--- src/rtl/psk_pkg.sv ---
// ---------------------------------------------------------------------------
// psk_pkg
// Constants shared by the PSK transmit-side bit flattener and the receive-side
// bits_gather packer, so both ends agree on symbol geometry.
//   QPSK_BITS      : bits per symbol in QPSK mode
//   SYM_W          : width of a symbol word on the byte/frame side
//   BPSK_BIT_SEL   : symbol bit that carries the data bit in BPSK mode
//   SYM_FIFO_DEPTH : entries in the receive symbol FIFO
// ---------------------------------------------------------------------------
package psk_pkg;

  localparam int QPSK_BITS      = 2;
  localparam int SYM_W          = 8;
  localparam int BPSK_BIT_SEL   = 1;
  localparam int SYM_FIFO_DEPTH = 4;

  // Width of a counter that runs 0..n-1. The result is never smaller than
  // one bit, so n == 1 still produces a legal vector.
  function automatic int cnt_width(input int n);
    return (n > 1) ? $clog2(n) : 1;
  endfunction

endpackage

--- src/rtl/sym_fifo.sv ---
// ---------------------------------------------------------------------------
// sym_fifo
// Synchronous FIFO with a registered output word. The head entry is always
// presented on rd_data/rd_vld from a register, so nothing passes
// combinationally from the write side to the read side. A word written into
// an empty FIFO is visible on the following cycle.
// Ports:
//   clk, rst_n  : clock, asynchronous active-low reset
//   wr_en       : push request
//   wr_data     : word to push
//   rd_en       : downstream ready; a pop happens when rd_en & rd_vld
//   rd_data     : head word (0 while empty)
//   rd_vld      : FIFO holds at least one word
//   full        : all entries occupied
// A push while full is ignored unless a pop happens in the same cycle.
// ---------------------------------------------------------------------------
module sym_fifo
  import psk_pkg::*;
#(
  parameter int W     = SYM_W,
  parameter int DEPTH = SYM_FIFO_DEPTH
) (
  input  logic         clk,
  input  logic         rst_n,
  input  logic         wr_en,
  input  logic [W-1:0] wr_data,
  input  logic         rd_en,
  output logic [W-1:0] rd_data,
  output logic         rd_vld,
  output logic         full
);

  localparam int AW = $clog2(DEPTH);

  logic [W-1:0]  mem [DEPTH];
  logic [AW:0]   wr_ptr_reg, wr_ptr_next;
  logic [AW:0]   rd_ptr_reg, rd_ptr_next;
  logic [W-1:0]  rd_data_reg;
  logic          rd_vld_reg;
  logic          empty;
  logic          do_push, do_pop;
  logic [W-1:0]  head_next;

  // Pointers carry one extra MSB: equal pointers mean empty, equal index with
  // differing MSB means full.
  assign empty = (wr_ptr_reg == rd_ptr_reg);
  assign full  = (wr_ptr_reg[AW] != rd_ptr_reg[AW]) &&
                 (wr_ptr_reg[AW-1:0] == rd_ptr_reg[AW-1:0]);

  assign do_pop  = rd_en & ~empty;
  assign do_push = wr_en & (~full | do_pop);

  always_comb begin
    wr_ptr_next = wr_ptr_reg + (AW+1)'(do_push);
    rd_ptr_next = rd_ptr_reg + (AW+1)'(do_pop);
    // The next head is normally read from storage; when it is the very slot
    // being written this cycle the storage still holds stale data, so the
    // incoming word is taken instead.
    if (do_push && (rd_ptr_next[AW-1:0] == wr_ptr_reg[AW-1:0])) begin
      head_next = wr_data;
    end else begin
      head_next = mem[rd_ptr_next[AW-1:0]];
    end
  end

  // Storage carries no reset so it can map onto RAM.
  always_ff @(posedge clk) begin
    if (do_push) begin
      mem[wr_ptr_reg[AW-1:0]] <= wr_data;
    end
  end

  always_ff @(posedge clk or negedge rst_n) begin
    if (!rst_n) begin
      wr_ptr_reg  <= '0;
      rd_ptr_reg  <= '0;
      rd_data_reg <= '0;
      rd_vld_reg  <= 1'b0;
    end else begin
      wr_ptr_reg <= wr_ptr_next;
      rd_ptr_reg <= rd_ptr_next;
      if (wr_ptr_next == rd_ptr_next) begin
        rd_data_reg <= '0;
        rd_vld_reg  <= 1'b0;
      end else begin
        rd_data_reg <= head_next;
        rd_vld_reg  <= 1'b1;
      end
    end
  end

  assign rd_data = rd_data_reg;
  assign rd_vld  = rd_vld_reg;

endmodule

--- src/rtl/bits_gather.sv ---
// ---------------------------------------------------------------------------
// bits_gather
// Receive-side serial-to-symbol packer. Demodulated bits arrive one per valid
// cycle and are packed LSB-first into N-bit symbols (QPSK), or emitted one
// bit per symbol at bit BYPASS_SELECTION (BPSK, bypass high). Finished
// symbols are queued in sym_fifo and handed downstream with ready/valid.
// Ports:
//   clk, rst_n : clock, asynchronous active-low reset
//   bypass     : BPSK mode, sampled with I_vld
//   I, I_vld   : serial bit and its qualifier
//   I_sof      : start of frame; the qualified bit is bit 0 of a new symbol
//   O, O_vld   : assembled symbol (upper M-N bits zero) and valid
//   O_rdy      : downstream ready
//   drop       : one-cycle pulse, a partial symbol was discarded
//   overflow   : one-cycle pulse, a finished symbol was lost to a full FIFO
// ---------------------------------------------------------------------------
module bits_gather
  import psk_pkg::*;
#(
  parameter int N                = QPSK_BITS,
  parameter int M                = SYM_W,
  parameter int BYPASS_SELECTION = BPSK_BIT_SEL,
  parameter int FIFO_DEPTH       = SYM_FIFO_DEPTH
) (
  input  logic         clk,
  input  logic         rst_n,
  input  logic         bypass,
  input  logic         I,
  input  logic         I_vld,
  input  logic         I_sof,
  output logic [M-1:0] O,
  output logic         O_vld,
  input  logic         O_rdy,
  output logic         drop,
  output logic         overflow
);

  localparam int CNT_WIDTH = cnt_width(N);
  localparam logic [CNT_WIDTH-1:0] LAST = CNT_WIDTH'(N-1);

  logic [CNT_WIDTH-1:0] cnt_reg, cnt_next;
  logic [N-1:0]         acc_reg, acc_next;
  logic                 drop_reg, drop_next;
  logic                 overflow_reg, overflow_next;
  logic                 push;
  logic [M-1:0]         push_data;
  logic [CNT_WIDTH-1:0] idx;
  logic [N-1:0]         sym;
  logic                 fifo_full;

  always_comb begin
    cnt_next  = cnt_reg;
    acc_next  = acc_reg;
    drop_next = 1'b0;
    push      = 1'b0;
    push_data = '0;
    idx       = cnt_reg;
    sym       = acc_reg;
    if (I_vld) begin
      if (bypass) begin
        // Switching to BPSK mid-symbol throws the partial symbol away.
        drop_next = (cnt_reg != '0);
        cnt_next  = '0;
        acc_next  = '0;
        push      = 1'b1;
        push_data[BYPASS_SELECTION] = I;
      end else begin
        // SOF mid-symbol realigns: this bit becomes bit 0 of a fresh symbol.
        if (I_sof && (cnt_reg != '0)) begin
          drop_next = 1'b1;
          idx       = '0;
          sym       = '0;
        end
        sym[idx] = I;
        if (idx == LAST) begin
          push             = 1'b1;
          push_data[N-1:0] = sym;
          cnt_next         = '0;
          acc_next         = '0;
        end else begin
          acc_next = sym;
          cnt_next = idx + CNT_WIDTH'(1);
        end
      end
    end
  end

  // A pop in the same cycle frees a slot, so only push-while-full-without-pop
  // loses the symbol.
  assign overflow_next = push & fifo_full & ~(O_vld & O_rdy);

  always_ff @(posedge clk or negedge rst_n) begin
    if (!rst_n) begin
      cnt_reg      <= '0;
      acc_reg      <= '0;
      drop_reg     <= 1'b0;
      overflow_reg <= 1'b0;
    end else begin
      cnt_reg      <= cnt_next;
      acc_reg      <= acc_next;
      drop_reg     <= drop_next;
      overflow_reg <= overflow_next;
    end
  end

  sym_fifo #(
    .W     (M),
    .DEPTH (FIFO_DEPTH)
  ) u_sym_fifo (
    .clk     (clk),
    .rst_n   (rst_n),
    .wr_en   (push),
    .wr_data (push_data),
    .rd_en   (O_rdy),
    .rd_data (O),
    .rd_vld  (O_vld),
    .full    (fifo_full)
  );

  assign drop     = drop_reg;
  assign overflow = overflow_reg;

endmodule
--- config.mk ---
export PLATFORM = sky130hd
export DESIGN_NAME = bits_gather
export DESIGN_NICKNAME = d
export VERILOG_FILES = /design/src/rtl/psk_pkg.sv /design/src/rtl/sym_fifo.sv /design/src/rtl/bits_gather.sv
export SDC_FILE = /design/constraint.sdc
export NUM_CORES = 1
export LEC_CHECK = 0
export CORE_UTILIZATION = 41
export CTS_CLUSTER_SIZE = 14
export DETAILED_ROUTE_END_ITERATION = 8
export DONT_BUFFER_PORTS = 1
export PLACE_DENSITY = 0.67
export SETUP_SLACK_MARGIN = 0.05
export SLEW_MARGIN = 20
export SYNTH_ARGS = -nofsm -noshare
export SYNTH_HDL_FRONTEND = slang
export SYNTH_SLANG_ARGS = --single-unit
--- constraint.sdc ---
create_clock -name clk -period 2.45 [get_ports clk]
set_clock_uncertainty 0.05 [all_clocks]
set_input_delay 0.3675 -clock clk [delete_from_list [all_inputs] [get_ports clk]]
set_output_delay 0.3675 -clock clk [all_outputs]
set_load 0.01 [all_outputs]
==> flow_summary.toml, run 1 <==
[pwr]
p_int_w = 0.00121
switching_power_w = 0.000676
swShare = 0.358
seqPwrFrac = 0.296
peakVddDrop_uv = 756
p_comb_frac = 0.619
power_frac_clock = 0.085
power.leakage_nw = 0.548
power.density_nw_per_um2 = 1460

[sta]
fin_crit_sh = 0.957
setup_violations = 0
slew_headroom = 0.597
slew_viol_final = 0
rsz0062_at_grt = "true"
timing.final.crit_period_ps = 2340
fin_tns_setup_ps = 0
fmax_ghz = 0.427
holdWs_ps = 121
finalHoldViolCount = 0
worst_pin_slew_ps = 603

[synth]
synth_top_cells_by_count = "dfrtp_1, edfxtp_1, xor2_1"
synth_seq_area_share = 0.572
post-synth-top-area-cell = "dfrtp_1"
synth_edf_count = 8
netlist_instances = 75
yosys_warnings = 0
synth_area_per_cell_um2 = 13.2
syn_area_um2 = 988
ys.flop_type = "dfrtp_1"
ys_types = 27
synth_area_leaders = "dfrtp_1, edfxtp_1, xor2_1, ha_1, buf_4"
synth_seq_cells = 21
synth_top_area_share = 0.329
yosysMostFrequentCell = "dfrtp_1"
asyncSetResetFlopFracSynth = 0.619

[route]
viasPerCell = 5.06
drt_iter0_markers = 2
routedWlPerCell_um = 14.4
routed_wl_um = 1860
drc = 0
ant_nets = 0
vias = 653
detail_route.first_pass.iterations = 2

[die]
core_area_um2 = 2230
num_rows = 17
die_y_um = 51.1
start_util = 0.443
ios = 18
fp.dieW_um = 51.1
die-area_um2 = 2610

[clock_network]
root_buffer = "clkbuf_4"
cts_buffers = 3
clk_latency_ps = 300
htreeDepth = 1
cts_tree = "built"
cts.sinks = 21
clkTransAtPathRegs_ps = 110
ctsLongestPathBuffers = 2

[outcome]
outcome = "finished, final reports clean"

[global_route]
track_usage = 0.162
grt_pass1_vias = 663
antenna_found_initial = 0
grt_first_pass_wirelength_um = 2940
grt_overflow = 0
grt_start_max_net_pins = 14

[placement]
numPortBuffers = 0
gp_congestion = 0.741
dp_hpwl_um = 1200
dpl_cell_area_um2 = 1060

[critical_path]
critPathLaunchType = "register"
required_ps = 2640
critPathKind = "reg2reg"
worstSetupEndpointType = "register"
cp_max_fo = 4
cp_data_arrival_time_ps = 2530

[cells_and_area]
fin_area_um2 = 1290
largest_register_ffs = 8
finalNetCount = 113
num_antenna_cells = 0
area_growth_pct = 30.9
drive_gt1_frac = 0.465

[worst_hold_path]
hold_path_class = "in2reg"

[run]
cap_violations = 0
## path summary, 6_finish.rpt
path / start / end / slack [ps] / cells past startpoint
max: u_sym_fifo.wr_ptr_reg[1] / u_sym_fifo.rd_data[0] / 110 / 9
min: I_vld / acc_reg[0] / 120 / 1
max reg2reg: u_sym_fifo.wr_ptr_reg[1] / u_sym_fifo.rd_data[0] / 110 / 9
min reg2reg: cnt_reg / cnt_reg / 470 / 1
max in group asynchronous: rst_n / acc_reg[0] / 1510 / 1
min in group asynchronous: rst_n / u_sym_fifo.wr_ptr_reg[2] / 450 / 1
## cells in the final DEF (no fill, tap or decap), drive strengths merged, types with 2 or more instances in the layout
| cell type | synthesis | layout |
|---|---|---|
| a21oi | 3 | 3 |
| buf | 6 | 22 |
| clkbuf | 0 | 3 |
| conb | 1 | 6 |
| dfrtp | 13 | 13 |
| edfxtp | 8 | 8 |
| ha | 4 | 4 |
| inv | 4 | 4 |
| mux4 | 2 | 2 |
| nand2 | 2 | 2 |
| nor2 | 3 | 3 |
| nor3 | 2 | 2 |
| nor3b | 2 | 2 |
| o21ai | 3 | 3 |
| xnor2 | 3 | 3 |
| xor2 | 7 | 7 |
## power groups by stage
stage                     logic, W  clock network [W]  registers [W]
after global placement    0.000677                  0       0.000546
final                      0.00117           0.000161       0.000559
after CTS                  0.00103           0.000169       0.000545
after global routing       0.00127           0.000185       0.000572
after detailed placement  0.000687                  0       0.000549
after floorplan           0.000474                  0       0.000555
## cell type report
type	count	area, um^2
Fill cell	186	940
Sequential cell	21	566
Multi-Input combinational cell	49	473
Timing Repair Buffer	23	175
Tap cell	28	35.0
Clock buffer	3	22.5
Inverter	4	17.5
Clock inverter	1	5.00
## cell families (layout without fill, tap and decap cells)
family                     count (synthesis)  count (layout)  synth area share
muxes                                      2               2            0.0456
xor gates and xnor gates                  10              10            0.0886
DFF                                       21              21             0.572
buffers and inverters                     10              31            0.0608
AOI/OAI and AO/OA                         11              11            0.0734
and+or+nand+nor                           16              16             0.105
adders and majority gates                  4               4            0.0506
other                                      1               6           0.00379
## critical path: stages (launching register included)
cell,delay [ps]
dfrtp_1,420
xor2_2,200
nor2_1,80
a21boi_1,150
ha_2,220
ha_4,210
xnor2_1,180
o2111ai_2,150
or3b_2,510
a21oi_2,120
## metrics by stage
stage / setup slack (ps) / std cells / power, W / util
6_report: 106 / 129 / 0.00189 / 0.579
4_1_cts: 69.7 / 128 / 0.00175 / 0.546
2_1_floorplan: 92.5 / 80 / 0.00103 / -
5_1_grt: -33.3 / 129 / 0.00203 / 0.579
3_3_place_gp: 50.3 / 110 / 0.00122 / 0.473
3_5_place_dp: 11.5 / 110 / 0.00124 / 0.473
## routing by layer
metal | track usage | up-vias | share of wire
met5 | 0 | - | 0
met4 | 0.0417 | 0 | 0.0070
met3 | 0.0595 | 2 | 0.038
met2 | 0.292 | 15 | 0.55
met1 | 0.179 | 331 | 0.40
li1 | - | 305 | -
## repair_timing
action                                  in CTS  in global routing
cloned                                       0                  0
gates resized for setup                      4                 16
hold endpoints to repair                    13                  0
hold buffers                                 1                  0
endpoints found under the setup margin       2                  4
pin swaps                                    4                  6
setup buffers                               13                  2
Note: power is estimated with default switching activity, not from simulation.
==> run 2: changes to the inputs <==
- CORE_UTILIZATION: 41 -> 54
- PLACE_DENSITY: 0.67 -> 0.82
- SETUP_SLACK_MARGIN: 0.05 -> default
==> run 2 against run 1 <==
Critical path depth is the same; combinational power shrank 24%; sequential power grew 0.7%; critical endpoint is now u_sym_fifo.rd_data[1]; largest cell class unchanged.
==> flow_summary.toml, run 2 (synthesis results as in run 1) <==
[outcome]
outcome = "finished, final reports clean"

[clock_network]
ctsLongestPathBuffers = 2
clkTransAtPathRegs_ps = 110
cts_buffers = 3
cts.sinks = 21
clk_latency_ps = 290
htreeDepth = 1
root_buffer = "clkbuf_4"
cts_tree = "built"

[global_route]
grt_overflow = 0
grt_first_pass_wirelength_um = 2500
track_usage = 0.179
antenna_found_initial = 0
grt_pass1_vias = 569
grt_start_max_net_pins = 14

[placement]
dp_cells = 106
gp_congestion = 0.805
numPortBuffers = 0
dp_hpwl_um = 1130
place_ws_ps = 63.6

[die]
fp.dieW_um = 44.8
die-area_um2 = 2010
num_rows = 15
start_util = 0.572
ios = 18
core_area_um2 = 1730
die_y_um = 44.8

[route]
viasPerCell = 5.49
detail_route.first_pass.iterations = 4
m1WireLength_um = 674
vias = 631
wl_met2_um = 945
wl_met3_um = 82
routed_wl_um = 1710
routedWlPerCell_um = 14.9
top_layer = "met4"
drc = 0
drt_iter0_markers = 10
ant_nets = 0

[cells_and_area]
largest_register_ffs = 8
finalNetCount = 102
layout_commonest_cell = "dfrtp_1"
nFillCells = 111
area_growth_pct = 20.5
final_cell_mix = "dfrtp_1, buf_4, edfxtp_1"
post-route-util = 0.690
drive_gt1_frac = 0.344
num_antenna_cells = 0
finalNonFillerCells = 115

[worst_hold_path]
holdCritStartpoint = "I_vld"
min_path_cells = 1
min_to = "acc_reg[0]"
hold_path_class = "in2reg"

[run]
cap_violations = 0

[critical_path]
cp_cell_sequence = "xor2_2 -> nor2_1 -> a21boi_1 -> ha_1 -> ha_4 -> xnor2_2 -> o2111ai_2 -> or4_1 -> a21oi_1"
cp_max_fo = 4
required_ps = 2610
rr_endpoint = "u_sym_fifo.rd_data[1]"
worstSetupEndpointType = "register"
critPathLaunchType = "register"
cp_data_arrival_time_ps = 2590
slowest_stage = "dfrtp_1"
critPathMaxStageDelay_ps = 440
critPathKind = "reg2reg"
r2r_cells = 9
rrSetupSlack_ps = 20
rr_startpoint = "u_sym_fifo.wr_ptr_reg[1]"

[sta]
fin_crit_sh = 0.990
slew_viol_final = 0
timing.final.crit_period_ps = 2430
finalHoldViolCount = 0
slew_headroom = 0.620
fmax_ghz = 0.412
worst_pin_slew_ps = 568
setup_ws_ps = 23.6
setup_violations = 0

[pwr]
power.leakage_nw = 0.495
power.density_nw_per_um2 = 1350
peakVddDrop_uv = 684
==> run 2: what timing repair did <==
item | CTS | global route
hold buffers | 1 | 0
buffers inserted | 0 | 4
setup endpoints to repair | 0 | 3
resized for setup | 0 | 15
hold endpoints to repair | 13 | 0
==> run 2: worst max-delay path by stage <==
stage                              from                     to  slack [ps]  depth (start not counted)
2_1_floorplan  u_sym_fifo.wr_ptr_reg[1]  u_sym_fifo.rd_data[0]          90                          9
3_3_place_gp   u_sym_fifo.rd_ptr_reg[1]  u_sym_fifo.rd_data[0]          80                         11
3_5_place_dp   u_sym_fifo.wr_ptr_reg[2]  u_sym_fifo.rd_data[0]          60                          8
4_1_cts        u_sym_fifo.wr_ptr_reg[2]  u_sym_fifo.rd_data[0]          30                          8
5_1_grt        u_sym_fifo.wr_ptr_reg[1]  u_sym_fifo.rd_data[0]         -60                          9
6_report       u_sym_fifo.wr_ptr_reg[1]  u_sym_fifo.rd_data[1]          20                          9
==> run 2: area by class of cell <==
class | count | area [um^2] | share of cell area
inverter | 4 | 15.0 | 0.0126
clock inverter | 1 | 5.00 | 0.00420
sequential | 21 | 567 | 0.476
multi-input combinational | 49 | 458 | 0.384
tap | 25 | 31.3 | 0.0263
timing repair buffer | 12 | 92.6 | 0.0777
clock buffer | 3 | 22.5 | 0.0189
==> run 2: power by group <==
part / internal, W / switching [W] / leakage (nW)
registers: 0.000476 / 0.0000871 / 0.226
logic: 0.000473 / 0.000415 / 0.251
clock network: 0.0000606 / 0.0000967 / 0.0177
==> run 2: metrics by stage <==
| step | setup TNS [ps] | cell area, um^2 | hold slack, ps | power [W] |
|---|---|---|---|---|
| floorplan | 0 | 1010 | 21.9 | 0.00103 |
| global placement | 0 | 1050 | 22.2 | 0.00121 |
| detailed placement | 0 | 1050 | 22.2 | 0.00124 |
| CTS | 0 | 1080 | 105 | 0.00140 |
| global route | -134 | 1190 | 84.3 | 0.00172 |
| finish | 0 | 1190 | 113 | 0.00161 |
==> run 2: metal layers <==
| layer | vias to the layer above | GRT usage |
|---|---|---|
| met2 | 32 | 0.294 |
| li1 | 285 | - |
| met1 | 312 | 0.227 |
| met4 | 0 | 0.0848 |
| met3 | 2 | 0.0360 |
| met5 | - | 0 |
==> run 2: critical path, delay by kind of cell (launching register included) <==
family	cells	cell delay [ps]
simple gates	2	600
fa+ha+maj	2	510
flops	1	440
compound gates	3	440
xor+xnor	2	310
